### config.mk
export PLATFORM = sky130hd
export DESIGN_NAME = mem_agent_rd_scheduler
export DESIGN_NICKNAME = d
export VERILOG_FILES = /design/src/rtl/mem_agent_rd_scheduler_pkg.sv /design/src/rtl/mem_agent_rd_scheduler_addr_gen.sv /design/src/rtl/mem_agent_rd_scheduler.sv
export SDC_FILE = /design/constraint.sdc
export NUM_CORES = 1
export LEC_CHECK = 0
export CAP_MARGIN = 30
export CELL_PAD_IN_SITES_DETAIL_PLACEMENT = 1
export CELL_PAD_IN_SITES_GLOBAL_PLACEMENT = 2
export CORE_UTILIZATION = 28
export DETAILED_ROUTE_END_ITERATION = 10
export PLACE_DENSITY_LB_ADDON = 0.1
export SETUP_SLACK_MARGIN = 0.4
export SYNTH_ARGS = -nofsm -noshare
export SYNTH_HDL_FRONTEND = slang
export SYNTH_SLANG_ARGS = --single-unit
### constraint.sdc
create_clock -name clk -period 4 [get_ports clk]
set_input_delay 1.2 -clock clk [delete_from_list [all_inputs] [get_ports clk]]
set_output_delay 1.2 -clock clk [all_outputs]
set_load 0.02 [all_outputs]
### src/rtl/mem_agent_rd_scheduler_pkg.sv
// Shared types and constants for the DDR memory agent read path.
package mem_agent_rd_scheduler_pkg;

  localparam int          AXI_MASTER_ADDR_WIDTH  = 32;
  localparam int          AXI_MASTER_DATA_WIDTH  = 64;
  localparam logic [2:0]  AXI_MASTER_SIZE        = 3'b011;
  localparam logic [1:0]  AXI_BURST_INCR         = 2'b01;
  localparam int          AXI_RD_OUTSTANDING_MAX = 16;
  localparam logic [31:0] AXI_RD_ADDR_BASE       = 32'h4000_0000;
  localparam logic [31:0] AXI_RD_ADDR_HIGH       = 32'h8000_0000;
  localparam int          AXI_RD_BURST_LEN       = 16;
  localparam int          DEBUG_COUNTER_BITS     = 32;

  typedef enum logic [1:0] {
    RD_IDLE,
    RD_ISSUE,
    RD_DRAIN,
    RD_DONE
  } rd_sched_state_t;

endpackage

### src/rtl/mem_agent_rd_scheduler_addr_gen.sv
// Linear burst address stepper that wraps from ADDR_HIGH back to ADDR_BASE.
module mem_agent_addr_gen #(
  parameter int                    ADDR_WIDTH = 32,
  parameter logic [ADDR_WIDTH-1:0] ADDR_BASE  = '0,
  parameter logic [ADDR_WIDTH-1:0] ADDR_HIGH  = '1,
  parameter int                    STEP       = 128
) (
  input  logic                  clk,
  input  logic                  rst,
  input  logic                  load,
  input  logic                  advance,
  output logic [ADDR_WIDTH-1:0] addr
);

  // One extra bit so a step past the top of the address space still compares as >= ADDR_HIGH.
  logic [ADDR_WIDTH:0] addr_inc;

  assign addr_inc = {1'b0, addr} + (ADDR_WIDTH+1)'(STEP);

  always_ff @(posedge clk) begin
    if (rst || load) begin
      addr <= ADDR_BASE;
    end else if (advance) begin
      addr <= (addr_inc >= {1'b0, ADDR_HIGH}) ? ADDR_BASE : addr_inc[ADDR_WIDTH-1:0];
    end
  end

endmodule

### src/rtl/mem_agent_rd_scheduler.sv
// AXI read-traffic scheduler: issues fixed-length INCR bursts and counts R beats.
//
// state    | meaning
// RD_IDLE  | waiting for start
// RD_ISSUE | issuing AR bursts, capped by the outstanding limit
// RD_DRAIN | all bursts issued, waiting for the last rlast
// RD_DONE  | one-cycle done pulse
module mem_agent_rd_scheduler
  import mem_agent_rd_scheduler_pkg::*;
#(
  parameter int                    ADDR_WIDTH      = AXI_MASTER_ADDR_WIDTH,
  parameter int                    DATA_WIDTH      = AXI_MASTER_DATA_WIDTH,
  parameter int                    OUTSTANDING_MAX = AXI_RD_OUTSTANDING_MAX,
  parameter logic [ADDR_WIDTH-1:0] ADDR_BASE       = AXI_RD_ADDR_BASE,
  parameter logic [ADDR_WIDTH-1:0] ADDR_HIGH       = AXI_RD_ADDR_HIGH,
  parameter int                    BURST_LEN       = AXI_RD_BURST_LEN,
  parameter int                    CNT_BITS        = DEBUG_COUNTER_BITS
) (
  input  logic                  clk,
  input  logic                  rst,
  input  logic                  start,
  input  logic [CNT_BITS-1:0]   txn_count,
  output logic                  busy,
  output logic                  done,
  output logic [CNT_BITS-1:0]   beat_count,
  output logic [CNT_BITS-1:0]   err_count,
  output logic [ADDR_WIDTH-1:0] m_araddr,
  output logic [7:0]            m_arlen,
  output logic [2:0]            m_arsize,
  output logic [1:0]            m_arburst,
  output logic                  m_arvalid,
  input  logic                  m_arready,
  input  logic                  m_rvalid,
  output logic                  m_rready,
  input  logic                  m_rlast,
  input  logic [1:0]            m_rresp
);

  localparam int               OUT_W       = $clog2(OUTSTANDING_MAX + 1);
  localparam logic [OUT_W-1:0] OUT_MAX     = OUT_W'(OUTSTANDING_MAX);
  localparam int               BURST_BYTES = BURST_LEN * (DATA_WIDTH / 8);

  rd_sched_state_t     state, state_nxt;
  logic [CNT_BITS-1:0] target, issued, issued_inc;
  logic [OUT_W-1:0]    outstanding, outstanding_nxt;
  logic                arvalid_nxt;
  logic                ar_hs, r_hs, rlast_hs, start_ok;

  assign m_arlen   = 8'(BURST_LEN - 1);
  assign m_arsize  = AXI_MASTER_SIZE;
  assign m_arburst = AXI_BURST_INCR;
  assign m_rready  = 1'b1;

  assign ar_hs      = m_arvalid & m_arready;
  assign r_hs       = m_rvalid & m_rready;
  assign rlast_hs   = r_hs & m_rlast;
  assign start_ok   = (state == RD_IDLE) & start;
  assign issued_inc = issued + 1'b1;
  assign busy       = (state == RD_ISSUE) | (state == RD_DRAIN);
  assign done       = (state == RD_DONE);

  mem_agent_addr_gen #(
    .ADDR_WIDTH (ADDR_WIDTH),
    .ADDR_BASE  (ADDR_BASE),
    .ADDR_HIGH  (ADDR_HIGH),
    .STEP       (BURST_BYTES)
  ) u_addr_gen (
    .clk     (clk),
    .rst     (rst),
    .load    (start_ok),
    .advance (ar_hs),
    .addr    (m_araddr)
  );

  // Stray rlast beats with nothing in flight leave the count at zero.
  always_comb begin
    outstanding_nxt = outstanding;
    if (ar_hs && !rlast_hs) begin
      outstanding_nxt = outstanding + 1'b1;
    end else if (!ar_hs && rlast_hs && (outstanding != '0)) begin
      outstanding_nxt = outstanding - 1'b1;
    end
  end

  always_comb begin
    state_nxt   = state;
    arvalid_nxt = 1'b0;
    case (state)
      RD_IDLE: begin
        if (start) state_nxt = (txn_count == '0) ? RD_DONE : RD_ISSUE;
      end
      RD_ISSUE: begin
        if (ar_hs && (issued_inc == target)) begin
          state_nxt = RD_DRAIN;
        end else if (m_arvalid && !m_arready) begin
          arvalid_nxt = 1'b1;
        end else begin
          arvalid_nxt = ((ar_hs ? issued_inc : issued) < target) && (outstanding_nxt < OUT_MAX);
        end
      end
      RD_DRAIN: begin
        if ((outstanding == '0) && !r_hs) state_nxt = RD_DONE;
      end
      RD_DONE:  state_nxt = RD_IDLE;
      default:  state_nxt = RD_IDLE;
    endcase
  end

  always_ff @(posedge clk) begin
    if (rst) begin
      state       <= RD_IDLE;
      m_arvalid   <= 1'b0;
      outstanding <= '0;
      issued      <= '0;
      target      <= '0;
      beat_count  <= '0;
      err_count   <= '0;
    end else begin
      state       <= state_nxt;
      m_arvalid   <= arvalid_nxt;
      outstanding <= outstanding_nxt;
      if (start_ok) begin
        target     <= txn_count;
        issued     <= '0;
        beat_count <= '0;
        err_count  <= '0;
      end else begin
        if (ar_hs) issued <= issued_inc;
        if (busy && r_hs) begin
          if (~&beat_count) beat_count <= beat_count + 1'b1;
          if ((m_rresp != 2'b00) && ~&err_count) err_count <= err_count + 1'b1;
        end
      end
    end
  end

endmodule

# Yosys cells after proc, flatten, opt, wreduce, memory -nomap -nowiden
# Index checks and enable logic that the tools add are counted.
dict set report op_classes {
  add_sub_neg 6
  n_lt_le_gt_ge 3
  n_eq_ne 7
  n_mux 10
  n_bitwise 6
  reduce_logical 27
}
# operator count
set op_table {}
lappend op_table {{32-bit by 1-bit adder with 32-bit output, second input constant} 3}
lappend op_table {{32-bit 2-to-1 mux} 2}
lappend op_table {{32-bit AND reduction} 2}
lappend op_table {{32-bit by 8-bit adder with 33-bit output, second input constant} 1}
lappend op_table {{33-bit by 32-bit greater-or-equal comparator with 1-bit output, second input constant} 1}
lappend op_table {{32-bit == test} 1}
lappend op_table {{32-bit logical NOT} 1}
lappend op_table {{32-bit less-than comparator} 1}
lappend op_table {{5-bit 2-to-1 mux} 2}
lappend op_table {{1-bit logical AND} 9}
lappend op_table {{2-bit 2-to-1 mux} 4}
lappend op_table {{2-bit case mux with 4 select lines} 1}
lappend op_table {{5-bit by 1-bit adder with 5-bit output, second input constant} 1}
lappend op_table {{1-bit logical NOT} 5}
lappend op_table {{5-bit logical NOT} 1}
lappend op_table {{5-bit less-than comparator, second input constant} 1}
lappend op_table {{5-bit nonzero test} 1}
lappend op_table {{5-bit by 1-bit subtractor with 5-bit output, second input constant} 1}
lappend op_table {{2-bit == test, second input constant} 2}
lappend op_table {{2-bit by 1-bit inequality test with 1-bit output, second input constant} 2}
lappend op_table {{2-bit AND reduction} 2}
lappend op_table {{1-bit AND} 3}
lappend op_table {{3-bit AND reduction} 1}
lappend op_table {{3-bit OR reduction} 1}
lappend op_table {{other kinds (9)} 10}
dict set report totals {
  regBits 168
  wordCells 67
}

# Depth between registers and ports, before layout
dict set report logic_depth {
  depth_word 9
  mapped_depth 16
  depth_no_buf 14
}

# By module
# Synthesis repeated with hierarchy kept, for this count alone.
dict set report unflattened {
  cells_unflattened 1147
  area_unflattened_um2 9260.1
}
# module n_inst cells_per_inst area_each_um2
set by_module_without_submodules {}
lappend by_module_without_submodules {mem_agent_rd_scheduler 1 998 7963.9}
lappend by_module_without_submodules {mem_agent_addr_gen 1 149 1296.2}

# Worst setup path after synthesis
# No wires, ideal clock.
dict set report synth_timing {
  kind {in2reg}
  from {in m_arready}
  to {reg m_arvalid}
  setup_ps 114
  t_arrival_ps 3743
  required_time_ps 3886
  setup_slack_ps 143
  stages 14
  cell_sequence {and2_1 clkbuf_1 clkbuf_1 nand4_1 xnor2_1 ha_1 a21o_1 a21o_1 a21oi_1 o21ai_0 a21o_1 a221oi_1 o21ai_0 a2111oi_0}
}
dict set report synth_via {
  elab_chain_cells 9
  word_cells_on_any_way 16
}
# item line
set synth_rtl {}
lappend synth_rtl {{start, declared} mem_agent_rd_scheduler.sv:32} ;# input logic m_arready,
lappend synth_rtl {{branches (longest 9 deep; another with 32-bit less-than comparator)} -}
lappend synth_rtl {{end signal, assigned} mem_agent_rd_scheduler.sv:120} ;# m_arvalid <= arvalid_nxt;
lappend synth_rtl {{end, declared} mem_agent_rd_scheduler.sv:31} ;# output logic m_arvalid,
# Parallel ways; which one is timed is not known.
# A chain may end at the register's enable or synchronous reset.

# Final worst setup path
dict set report layout_timing {
  from {in txn_count[31]}
  to {reg state[1]}
}
dict set report layout_via {
  elab_chain_cells 4
}
# item line
set layout_rtl {}
lappend layout_rtl {{start, declared} mem_agent_rd_scheduler.sv:22} ;# input logic [CNT_BITS-1:0] txn_count,
lappend layout_rtl {{32-bit logical NOT} mem_agent_rd_scheduler.sv:90} ;# if (start) state_nxt = (txn_count == '0) ? RD_DONE : RD_ISSUE;
lappend layout_rtl {{2-bit 2-to-1 mux (2 in series)} mem_agent_rd_scheduler.sv:90}
lappend layout_rtl {{2-bit case mux with 4 select lines} mem_agent_rd_scheduler.sv:88} ;# case (state)
lappend layout_rtl {{end signal, assigned} mem_agent_rd_scheduler.sv:119} ;# state <= state_nxt;
lappend layout_rtl {{end, declared} mem_agent_rd_scheduler.sv:43} ;# rd_sched_state_t state, state_nxt;
# Every way passes these cells. The select of a mux whose other input is x is not followed.

==> results.tsv <==
metric	value	unit
Seq/Total Area, Yosys	35.40	%
endpoint type of the worst setup path	flop	
synthesis-stage register bit count	161	
grt ovf	0	
initial antenna violation count	2	
Worst Path Buf+Inv	2	
clock root buffer master	clkbuf_16	
final hold slack	0.4876	ns
CP required	4.35	ns
die area	33240	µm²
cell internal pwr	2.994	mW
Setup CP Type	input port to flop	
CP cell instances	clkdlybuf4s50_1 -> nor4b_1 -> nand4_1 -> nor4_1 -> buf_4 -> nand4_1 -> o2111a_1 -> a221oi_1	
post-route minimum period	3.388	ns
total wire length	28880	µm
share of power burned in registers	40.0	%
pwr dens	382.7	nW/µm²
final clock skew	0.01024	ns
Die W	182.3	µm
Worst Max-Slew Pin Slew	0.6885	ns
Area Growth Syn to Fin	27.63	%
clk sinks	161	
maximum vdd drop	0.2577	mV
area of the multi-input gates	5420	µm²
total track usage	18.01	%
H-tree depth	4	
Hold Path Class	flop to flop	
hold buffer count at cts	0	
largest net degree at the start of global routing	42	
vias post-DR	8184	
CTS Buffer Depth	2	
Post-synth EDFFs	0	
CP max stage delay	0.53	ns
Slowest cell on crit path	clkdlybuf4s50_1	
Fill cells	3774	
DRC viols	0	
pre-CTS setup slack	-0.2129	ns
Nets	1351	
outcome	finished, final reports clean	
commonest non-fill, non-tap cells in the layout	152 x dfxtp_1, 133 x nand2_1, 130 x clkdlybuf4s50_1	
final setup fails	0	
share of layout cells above drive strength 1	8.580	%
Main synth FF type	dfxtp_1	
I/O Buffers	131	
Mean Syn Cell Area	8.043	µm²
Worst EP arrival	3.74	ns
top cell type's share of synthesized area	35.40	%
Post-Synthesis Cells	1132	
# Max-Cap Violations	0	
DRT Pass-1 Iters	4	
CP max FO	2	
RSZ-0062 raised after global routing	no	
first-pass GRT wire length	46610	µm
Gate power share	23.5	%
CTS tree	built	
DP HPWL	21710	µm
Synthesis Warnings	0	
IO Count	153	
Core ar.	31800	µm²
PnR worst setup slack	0.6122	ns
row count	65	
TNS Setup	0	ns
Fmax	295.2	MHz
synth top area cells	dfxtp_1 35%, xor2_1 7.8%, xnor2_1 6.3%, ha_1 5.8%, nand2_1 5.6%	
routed wire length per instance	16.80	µm
Iter 0 DRT Violations	321	
Leak	4.360	nW
Cell Area, Synth	9105	µm²
most frequent CP cell	nand4_1	
Sw Share	32.68	%
die height	182.3	µm
clock share of power	36.5	%
Synth cell types	68	
Slew Viols, Final	0	
ANT nets after route	0	
clock buffer count from CTS	17	
CP Launch Type	input port	
commonest non-fill, non-tap cell in the layout	dfxtp_1	
Final Cycle Share	84.69	%
GPL Wtd Cong	0.8044	
Initial Utilization	28.63	%
vias per cell	4.761	
Final Hold Viols	0	
clk_lat worst skew	0.44	ns
Storage cell area	3234	µm²
Yosys top cell by area	dfxtp_1	
crit-path leading delay family	simple AND/OR/NAND/NOR gates	
NetSw	1.453	mW
relative slew slack	53.68	%
Clock Pin Slew Worst Setup and Hold Paths	0.07	ns
vias in the first global route	8498	
asr flop ratio synth	0	%
-- per-layer routing --
| metal | wire, µm | track usage [%] | vias to the layer above | part of all wire, % |
|---|---|---|---|---|
| li1 | - | - | 4097 | - |
| met1 | 13460 | 22.37 | 3964 | 47 |
| met2 | 13750 | 30.22 | 105 | 48 |
| met3 | 1222 | 4.271 | 18 | 4.2 |
| met4 | 446 | 6.487 | 0 | 1.5 |
| met5 | 0 | 0 | - | 0 |
-- sequential cells by signal (all words and copies together) (netlist names) --
register	cells
beat_count	32
err_count	32
issued	32
target	32
u_addr_gen.addr	25
outstanding	5
state	2
m_arvalid	1
-- cell families after synthesis --
family          synth area share [%]
simple gates                   27.77
flops                          35.40
xor+xnor                       14.14
compound gates                 9.578
buf+inv                        6.596
fa+ha+maj                      5.882
mux                           0.5497
other cells                  0.08248
-- path summary, 6_finish.rpt --
path | start | to | slack (ns) | depth (start not counted)
worst max-delay path | txn_count[31] | state[1]$_SDFFE_PP0P_ | 0.61 | 8
worst min-delay path | target[16]$_SDFFE_PP0P_ | target[16]$_SDFFE_PP0P_ | 0.49 | 2
worst max register to register | issued[7]$_SDFF_PP0_ | m_arvalid$_SDFF_PP0_ | 0.64 | 13
worst min register to register | target[16]$_SDFFE_PP0P_ | target[16]$_SDFFE_PP0P_ | 0.49 | 2
-- repair_timing --
item	4_1_cts	5_1_grt
setup endpoints to repair	3	2
pin swaps	2	5
buffers inserted	0	3
gates resized for setup	8	18
-- cells in the mapped netlist, types with 3 or more instances --
cell / number
a21o_1: 10
a21oi_1: 61
a31oi_1: 6
and2_1: 37
and3_1: 20
and4_1: 12
buf_2: 8
buf_4: 23
clkbuf_1: 43
dfxtp_1: 161
ha_1: 42
inv_1: 55
mux2i_1: 5
nand2_1: 135
nand2b_1: 5
nand3_1: 51
nand4_1: 41
nor2_1: 124
nor3_1: 20
nor4_1: 15
o21a_1: 3
o21ai_0: 25
o22ai_1: 4
or2_2: 3
or3_1: 16
or4_1: 9
xnor2_1: 66
xor2_1: 81
-- final cells by class --
class                   count  share of cell area, %
well taps                 435                  4.683
flip-flops and latches    161                  27.83
clock inverters             8                 0.6675
repair buffers            176                  14.21
clock buffers              24                  4.145
inverters                  55                  1.776
multi-input cells         858                  46.64
diodes                      2                0.04307
-- worst min-delay path, stage by stage (launching register included) --
cell,delay [ns]
dfxtp_1,0.32
nand2_1,0.06
a21oi_1,0.06
-- power groups by stage --
stage / clock [mW] / combinational [mW] / sequential, mW
floorplan: 0 / 0.672 / 1.80
global placement: 0 / 1.04 / 1.82
detailed placement: 0 / 1.05 / 1.82
CTS: 1.69 / 1.06 / 1.78
global route: 1.76 / 1.17 / 1.79
finish: 1.62 / 1.04 / 1.78
-- stage by stage --
stage	instances	total power [mW]	area, µm²	util, %
finish	1719	4.447	11620	36.55
global route	1718	4.720	11620	36.54
CTS	1714	4.530	11550	36.31
detailed placement	1682	2.866	10960	34.46
global placement	1682	2.860	10960	34.46
floorplan	1151	2.470	9188	-
No activity file was read; power rests on OpenSTA's default activity.
